==> config.mk <==
export PLATFORM = sky130hd
export DESIGN_NAME = signed_vector_scalar_division
export DESIGN_NICKNAME = d
export VERILOG_FILES = /design/src/rtl/signed_vector_scalar_division.sv
export SDC_FILE = /design/constraint.sdc
export NUM_CORES = 1
export LEC_CHECK = 0
export ABC_AREA = 1
export CORE_MARGIN = 8
export CORE_UTILIZATION = 61
export DETAILED_ROUTE_END_ITERATION = 12
export GPL_TIMING_DRIVEN = 0
export PLACE_DENSITY = 0.84
export SLEW_MARGIN = 30
export SYNTH_ARGS = -nofsm -noshare
export SYNTH_HDL_FRONTEND = slang
export SYNTH_SLANG_ARGS = --single-unit
==> constraint.sdc <==
create_clock -name clk -period 14.8 [get_ports clk]
set_input_delay 2.96 -clock clk [delete_from_list [all_inputs] [get_ports clk]]
set_output_delay 2.96 -clock clk [all_outputs]
set_load 0.05 [all_outputs]
==> src/rtl/signed_vector_scalar_division.sv <==
// Sequential divide of a 3-component sign-magnitude fixed-point vector by a
// sign-magnitude scalar. Three radix-2 restoring dividers (x, y, z) run in
// lockstep with a fixed latency of ITER iterations. Valid/ready handshake on
// both the operand and the result side.
module signed_vector_scalar_division #(
  parameter int COMP_WIDTH = 19,
  parameter int FRAC_BITS  = 10
) (
  input  logic                    clk,
  input  logic                    rst,
  input  logic                    in_valid,
  output logic                    in_ready,
  input  logic [3*COMP_WIDTH-1:0] in_vector,
  input  logic [COMP_WIDTH-1:0]   in_scalar,
  output logic                    out_valid,
  input  logic                    out_ready,
  output logic [3*COMP_WIDTH-1:0] out_vector,
  output logic [2:0]              out_overflow,
  output logic                    out_div_by_zero
);

  localparam int MAG_W = COMP_WIDTH - 1;
  localparam int ITER  = MAG_W + FRAC_BITS;
  localparam int CNT_W = $clog2(ITER + 1);
  localparam logic [CNT_W-1:0] LAST_ITER = CNT_W'(ITER - 1);

  typedef enum logic [1:0] {
    ST_IDLE = 2'd0,
    ST_DIV  = 2'd1,
    ST_DONE = 2'd2
  } state_t;

  // One restoring-division step. Returns {quotient bit, new remainder}.
  // The remainder is always below the divisor after a step, so only the low
  // MAG_W bits of the subtraction are meaningful.
  function automatic logic [MAG_W:0] div_step(
    input logic [MAG_W-1:0] rem,
    input logic             dvd_bit,
    input logic [MAG_W-1:0] dmag
  );
    logic [MAG_W:0] rem_sh;
    rem_sh = {rem, dvd_bit};
    if (rem_sh >= {1'b0, dmag}) begin
      div_step = {1'b1, rem_sh[MAG_W-1:0] - dmag};
    end else begin
      div_step = {1'b0, rem_sh[MAG_W-1:0]};
    end
  endfunction

  state_t             state_r;
  logic [CNT_W-1:0]   cnt_r;
  logic [ITER-1:0]    dvd_r  [3];
  logic [MAG_W-1:0]   rem_r  [3];
  logic [ITER-1:0]    quot_r [3];
  logic [MAG_W-1:0]   dmag_r;
  logic [2:0]         sign_r;
  logic               dz_r;

  logic [MAG_W-1:0]        rem_nx_s  [3];
  logic [ITER-1:0]         quot_nx_s [3];
  logic [3*COMP_WIDTH-1:0] res_vec_s;
  logic [2:0]              res_ovf_s;

  // Next iteration of all three dividers plus the saturated/signed result
  // that the final iteration produces.
  always_comb begin
    res_vec_s = {(3*COMP_WIDTH){1'b0}};
    res_ovf_s = 3'b000;
    for (int c = 0; c < 3; c++) begin
      logic [MAG_W:0]   step_s;
      logic             sat_s;
      logic [MAG_W-1:0] mag_s;
      step_s        = div_step(rem_r[c], dvd_r[c][ITER-1], dmag_r);
      rem_nx_s[c]   = step_s[MAG_W-1:0];
      quot_nx_s[c]  = {quot_r[c][ITER-2:0], step_s[MAG_W]};
      sat_s         = (|quot_nx_s[c][ITER-1:MAG_W]) | dz_r;
      if (sat_s) begin
        mag_s = {MAG_W{1'b1}};
      end else begin
        mag_s = quot_nx_s[c][MAG_W-1:0];
      end
      res_vec_s[(3-c)*COMP_WIDTH-1 -: COMP_WIDTH] = {sign_r[c], mag_s};
      res_ovf_s[2-c] = sat_s;
    end
  end

  // Control FSM, divider datapath registers and registered outputs.
  always_ff @(posedge clk or posedge rst) begin
    if (rst) begin
      state_r         <= ST_IDLE;
      cnt_r           <= {CNT_W{1'b0}};
      dmag_r          <= {MAG_W{1'b0}};
      sign_r          <= 3'b000;
      dz_r            <= 1'b0;
      in_ready        <= 1'b1;
      out_valid       <= 1'b0;
      out_vector      <= {(3*COMP_WIDTH){1'b0}};
      out_overflow    <= 3'b000;
      out_div_by_zero <= 1'b0;
      for (int c = 0; c < 3; c++) begin
        dvd_r[c]  <= {ITER{1'b0}};
        rem_r[c]  <= {MAG_W{1'b0}};
        quot_r[c] <= {ITER{1'b0}};
      end
    end else begin
      case (state_r)
        ST_IDLE: begin
          if (in_valid && in_ready) begin
            for (int c = 0; c < 3; c++) begin
              // Dividend is the component magnitude scaled up by FRAC_BITS so
              // the quotient keeps the same fixed-point format.
              dvd_r[c]  <= {in_vector[(3-c)*COMP_WIDTH-2 -: MAG_W], {FRAC_BITS{1'b0}}};
              rem_r[c]  <= {MAG_W{1'b0}};
              quot_r[c] <= {ITER{1'b0}};
              sign_r[c] <= in_vector[(3-c)*COMP_WIDTH-1] ^ in_scalar[COMP_WIDTH-1];
            end
            dmag_r   <= in_scalar[MAG_W-1:0];
            // A set sign bit with zero magnitude (-0) is still a zero divisor.
            dz_r     <= (in_scalar[MAG_W-1:0] == {MAG_W{1'b0}});
            cnt_r    <= {CNT_W{1'b0}};
            in_ready <= 1'b0;
            state_r  <= ST_DIV;
          end else begin
            in_ready <= 1'b1;
            state_r  <= ST_IDLE;
          end
        end
        ST_DIV: begin
          for (int c = 0; c < 3; c++) begin
            dvd_r[c]  <= {dvd_r[c][ITER-2:0], 1'b0};
            rem_r[c]  <= rem_nx_s[c];
            quot_r[c] <= quot_nx_s[c];
          end
          cnt_r <= cnt_r + {{(CNT_W-1){1'b0}}, 1'b1};
          if (cnt_r == LAST_ITER) begin
            out_vector      <= res_vec_s;
            out_overflow    <= res_ovf_s;
            out_div_by_zero <= dz_r;
            out_valid       <= 1'b1;
            state_r         <= ST_DONE;
          end else begin
            state_r <= ST_DIV;
          end
        end
        ST_DONE: begin
          // Result is held stable until the consumer takes it; a new operand
          // is only accepted from the following cycle onward.
          if (out_ready) begin
            out_valid <= 1'b0;
            in_ready  <= 1'b1;
            state_r   <= ST_IDLE;
          end else begin
            out_valid <= 1'b1;
            state_r   <= ST_DONE;
          end
        end
        default: begin
          state_r   <= ST_IDLE;
          in_ready  <= 1'b1;
          out_valid <= 1'b0;
        end
      endcase
    end
  end

endmodule

==> flow_metrics.tcl <==
set metrics [dict create \
    crit_required_ns 11.84 \
    path_max_fanout 3 \
    grtUsageTotal_pct 28.01 \
    clock_sinks 281 \
    grt_pass1_vias 13940 \
    clock-root-buffer "clkbuf_16" \
    rsz0062_at_grt "no" \
    slew_violations 0 \
    fmax_ghz 0.2031 \
    drcViolationCount 0 \
    cp-start-kind "flop" \
    min_period_over_period_pct 33.26 \
    syn-cell-area_sq_um 15220 \
    critical_path_class "reg -> out" \
    clk_path_buf_depth 3 \
    min_from "cnt_r[4]$_DFFE_PP0P_" \
    stdcell_count 2445 \
    r2r-start "dmag_r[8]$_DFFE_PP0P_" \
    worst_r2r_path_depth 11 \
    fin_tns_setup_ns 0 \
    setup.worst_path.start "in_ready$_DFFE_PP1P_" \
    synth_cell_type_count 43 \
    max_slew.worst_pin.slew_ns 0.7398 \
    overflow 0 \
    min_path_type "reg -> reg" \
    drive_above_1_share_pct 5.777 \
    fin_crit_ns 4.922 \
    utilization_pct 73.27 \
    slowest_stage "clkdlybuf4s50_1" \
    final.setup_skew_ns 0.02207 \
    grt_pass1_wl_mm 70.14 \
    firstDrtPassIters 7 \
    core-area_sq_um 24820 \
    worstSetupPathDepth 1 \
    initial_utilization_pct 61.31 \
    cts_setup_buffers 0 \
    gp_congestion 0.9669 \
    cts_hold_buf 0 \
    dp_cells 2389 \
    die_x_um 173.9 \
    num_rows 58 \
    path_clk_slew_ns 0.06 \
    path_buf_inv 1 \
    htreeDepth 1 \
    path_cells "clkdlybuf4s50_1" \
    ys_seq_area_share_pct 46.22 \
    crit_arrival_ns 1.96 \
    syn-num-nets 2056 \
    post-dp-hpwl_mm 30.74 \
    viasPerCell 5.678 \
    port_buffers 142 \
    num_io_pins 143 \
    drv_cap 0 \
    layout.nets 2232 \
    route.antenna.remaining_nets 0 \
    multiInputGateArea_sq_um 6837 \
    synth_ff_type "dfrtp_1" \
    finalWirelength_mm 43.23 \
    synth_edf_count 0 \
    ys_ff_latch 281 \
    hold_violations 0 \
    async_flop_share_pct 100.0 \
    relSlewSlack_pct 50.49 \
    die_h_um 173.9 \
    seq_area_sq_um 7033 \
    status "completed" \
    crit_family "buffers and inverters" \
    synthCells 1914 \
    dieArea_sq_um 30260 \
    first_iter_violations 1200 \
    clock_latency_ns 0.58 \
    antenna_found_initial 4 \
    syn_area_per_cell_sq_um 7.950 \
    setup_viol 0 \
    syn_to_final_growth_pct 19.50 \
    grt_max_degree 96 \
    cts_made_buffers 29 \
    slowest_delay_ns 0.86 \
    endpoint_kind "output pin" \
    vias 13880 \
    yosysWarnings 0 \
    n_fill_cell 1862 \
    holdWs_ns 0.4809 \
    wl_per_cell_um 17.68 \
    cts_tree "yes" \
    rrSetupSlack_ns 12.20 \
    holdPathStages 1 \
    cts_resized 0 \
]
-- cells in the mapped netlist, types with 6 or more instances --
cell type,count,area [sq um]
a21oi_1,40,200.2
ha_1,59,738.2
nand3_1,103,515.5
buf_2,21,105.1
buf_4,7,52.55
inv_1,251,942.2
xnor2_1,23,201.4
a31oi_1,52,325.3
o21ai_0,35,175.2
nand3b_1,58,435.4
inv_2,6,22.52
dfrtp_1,280,7007
buf_1,13,48.80
o22ai_1,78,488.0
nor2_1,115,431.7
clkbuf_1,30,112.6
nand4_1,9,56.30
nor3_1,16,80.08
nand2_1,609,2286
nand2_2,13,81.33
a2bb2oi_1,51,446.7
-- stage by stage --
stage | area, sq um | setup WS [ns]
3_5_place_dp | 17140 | 9.910
6_report | 18180 | 9.878
5_1_grt | 18180 | 9.822
3_3_place_gp | 17050 | 0.9997
2_1_floorplan | 15220 | 4.091
4_1_cts | 18180 | 9.852
-- cell type report --
cell class	count	share of cell area (%)
Tap cell	330	2.271
Timing Repair Buffer	145	8.270
Multi-Input combinational cell	1298	37.59
Clock inverter	12	0.9082
Inverter	259	5.387
Clock buffer	41	4.789
Sequential cell	281	38.67
Antenna cell	3	0.04128
Buffer	76	2.064
-- cell families (layout without fill, tap and decap cells) --
group | count (synthesis) | in the layout | share of synthesized area, %
flip-flops | 281 | 281 | 46.22
XOR/XNOR | 26 | 26 | 1.496
adder cells (fa/ha/maj) | 62 | 62 | 5.246
AO/OA/AOI/OAI | 269 | 269 | 11.48
other | 0 | 3 | 0
buffers and inverters | 335 | 533 | 8.855
AND/OR/NAND/NOR | 941 | 941 | 26.71
-- state kept, by name, summed over array words and instances (netlist names) --
signal / cells
rem_r: 54
cnt_r: 5
out_valid: 1
out_vector: 57
sign_r: 3
dz_r: 1
state_r: 2
in_ready: 1
out_div_by_zero: 1
dvd_r: 54
dmag_r: 18
out_overflow: 3
quot_nx_s: 81
-- placed cells by master (no fill, tap or decap), drive strengths merged, types with 4 or more instances in the layout --
cell type	count
nand4	10
o22ai	78
nand3	105
a31oi	52
o21bai	4
nor3	18
dfrtp	280
inv	259
xnor2	23
nor2	118
buf	49
ha	59
o21ai	36
clkdlybuf4s50	142
clkbuf	71
nor4	5
clkinv	6
a21oi	44
a2bb2oi	51
nand2	623
nand3b	58
-- per-layer routing --
layer	share of wire, %	vias to the layer above	track usage (%)
met5	0.023	-	0
met4	4.0	2	11.44
met3	5.9	118	4.860
met2	48	478	46.97
met1	42	6714	35.54
li1	-	6571	-
-- final timing paths --
| check | to |
|---|---|
| max | in_ready |
| min | cnt_r[4]$_DFFE_PP0P_ |
| max reg2reg | out_vector[0]$_DFFE_PP0P_ |
| min reg2reg | cnt_r[4]$_DFFE_PP0P_ |
| max in group asynchronous | in_ready$_DFFE_PP1P_ |
| min in group asynchronous | out_vector[8]$_DFFE_PP0P_ |
Power is not shown: default switching activity piles up to over one toggle a cycle in this logic, so the estimate is an artifact.
==> RTL edit: new RTL, config.mk and constraints unchanged <==
Set the parameter `FRAC_BITS` to 11 (it was 10).
--- a/src/rtl/signed_vector_scalar_division.sv
+++ b/src/rtl/signed_vector_scalar_division.sv
@@ -5,5 +5,5 @@
 module signed_vector_scalar_division #(
   parameter int COMP_WIDTH = 19,
-  parameter int FRAC_BITS  = 10
+  parameter int FRAC_BITS  = 11
 ) (
   input  logic                    clk,
Behaviour: no difference found for any inputs over 10 cycles, from zero or initial values and one cycle with rst high; that may be too few to reach the edited logic, so the function may still have changed.
==> RTL edit against the original RTL <==
Synthesized area is 1.3% higher. Worst setup slack gained 0.037 ns. Final area is 0.92% higher. Routed wire length is 0.79% higher. Global-route usage is essentially flat. Sequential cell count grew 3. Utilization about the same.
==> RTL edit: results (changes against the original RTL) <==
<table>
<tr><th>Metric</th><th>Value</th></tr>
<tr><th colspan="2">Outcome</th></tr>
<tr><td>Result of the run</td><td>finished clean</td></tr>
<tr><th colspan="2">Cells and area</th></tr>
<tr><td>Antenna diode count</td><td>0 (-3)</td></tr>
<tr><td>Number of flip-flops under the largest register name</td><td>84 (+3.7%)</td></tr>
<tr><td>Proportion of cell area occupied by multi-input gates</td><td>0.373 (-0.00252)</td></tr>
<tr><td>Clock network contribution to total cell area</td><td>0.0550 (-0.00195)</td></tr>
<tr><td>Synthesis-to-layout area growth</td><td>19.0%</td></tr>
<tr><td>Share of final-layout standard cells stronger than drive strength 1</td><td>0.0684 (+0.0106)</td></tr>
<tr><td>Relative area of non-clock buffer cells in the final design</td><td>0.106 (+0.00281)</td></tr>
<tr><td>Number of sequential cells in the layout</td><td>284 (+1.1%)</td></tr>
<tr><th colspan="2">Worst setup path</th></tr>
<tr><td>Minimum setup slack among reg-to-reg paths</td><td>12.21 ns (about the same)</td></tr>
<tr><td>Biggest cell delay along the critical path</td><td>0.81 ns (-0.05 ns)</td></tr>
<tr><th colspan="2">Global route</th></tr>
<tr><td>Via count of the first global-routing pass</td><td>13934 (-0.014%)</td></tr>
<tr><td>Met2 routing resource usage after global routing</td><td>0.466 (-0.00348)</td></tr>
<tr><td>GR Layer Usage met3</td><td>0.0604 (+0.0118)</td></tr>
<tr><td>Total routing usage reported by global routing</td><td>0.280 (about the same)</td></tr>
<tr><td>Number of antenna violations at the first check in global routing</td><td>2 (-2)</td></tr>
<tr><th colspan="2">Routing</th></tr>
<tr><td>Drt first pass iters</td><td>6 (-1)</td></tr>
<tr><td>Average via count per standard cell</td><td>5.64 (-0.71%)</td></tr>
<tr><td>Number of design-rule violations left by the first detailed-router iteration</td><td>1185 (-1.3%)</td></tr>
<tr><td>Final routed wire length divided by cell count</td><td>17.5 um (-1.2%)</td></tr>
<tr><th colspan="2">Timing</th></tr>
<tr><td>Final hold slack</td><td>0.479 ns (-0.00158 ns)</td></tr>
<tr><td>Worst clock skew</td><td>0.0186 ns (-0.00346 ns)</td></tr>
<tr><th colspan="2">Placed design</th></tr>
<tr><td>Weighted congestion at the end of routability-driven global placement</td><td>0.930 (-3.8%)</td></tr>
<tr><th colspan="2">Synthesis</th></tr>
<tr><td>Ranking of synthesized cells by area</td><td>dfrtp_1 46%, nand2_1 14%, inv_1 6.3%</td></tr>
<tr><td>Syn_nets</td><td>2108 (+2.5%)</td></tr>
<tr><td>Number of distinct library cell variants in the gate-level netlist after synthesis</td><td>48 (+12%)</td></tr>
</table>
[RTL edit: changes by cell type in the layout (fill, tap and decap cells not counted), moves of 10 or more]
cell | unedited run | this run
nand2_1 | 609 | 557
o21ai_0 | 35 | 47
nand2_2 | 13 | 23
nand3b_1 | 58 | 44
a2bb2oi_1 | 51 | 0
a21oi_1 | 40 | 90
nor2_1 | 115 | 183
[RTL edit: power breakdown]
group / internal (mW) / total [mW] / switching [mW]
logic: 1.04 / 3.11 / 2.07
registers: 1.06 / 1.23 / 0.169
clock network: 0.450 / 0.766 / 0.316
[RTL edit: path summary, 6_finish.rpt]
| check | depth (start not counted) | startpoint | end |
|---|---|---|---|
| worst max-delay path | 1 | in_ready | in_ready |
| worst max register to register | 11 | dmag_r[12] | rem_r[36] |
| worst min-delay path | 2 | sign_r[2] | out_vector[18] |
| worst min register to register | 2 | sign_r[2] | out_vector[18] |
| min in group asynchronous | 2 | rst | out_vector[30] |
| max in group asynchronous | 4 | rst | dvd_r[84] |
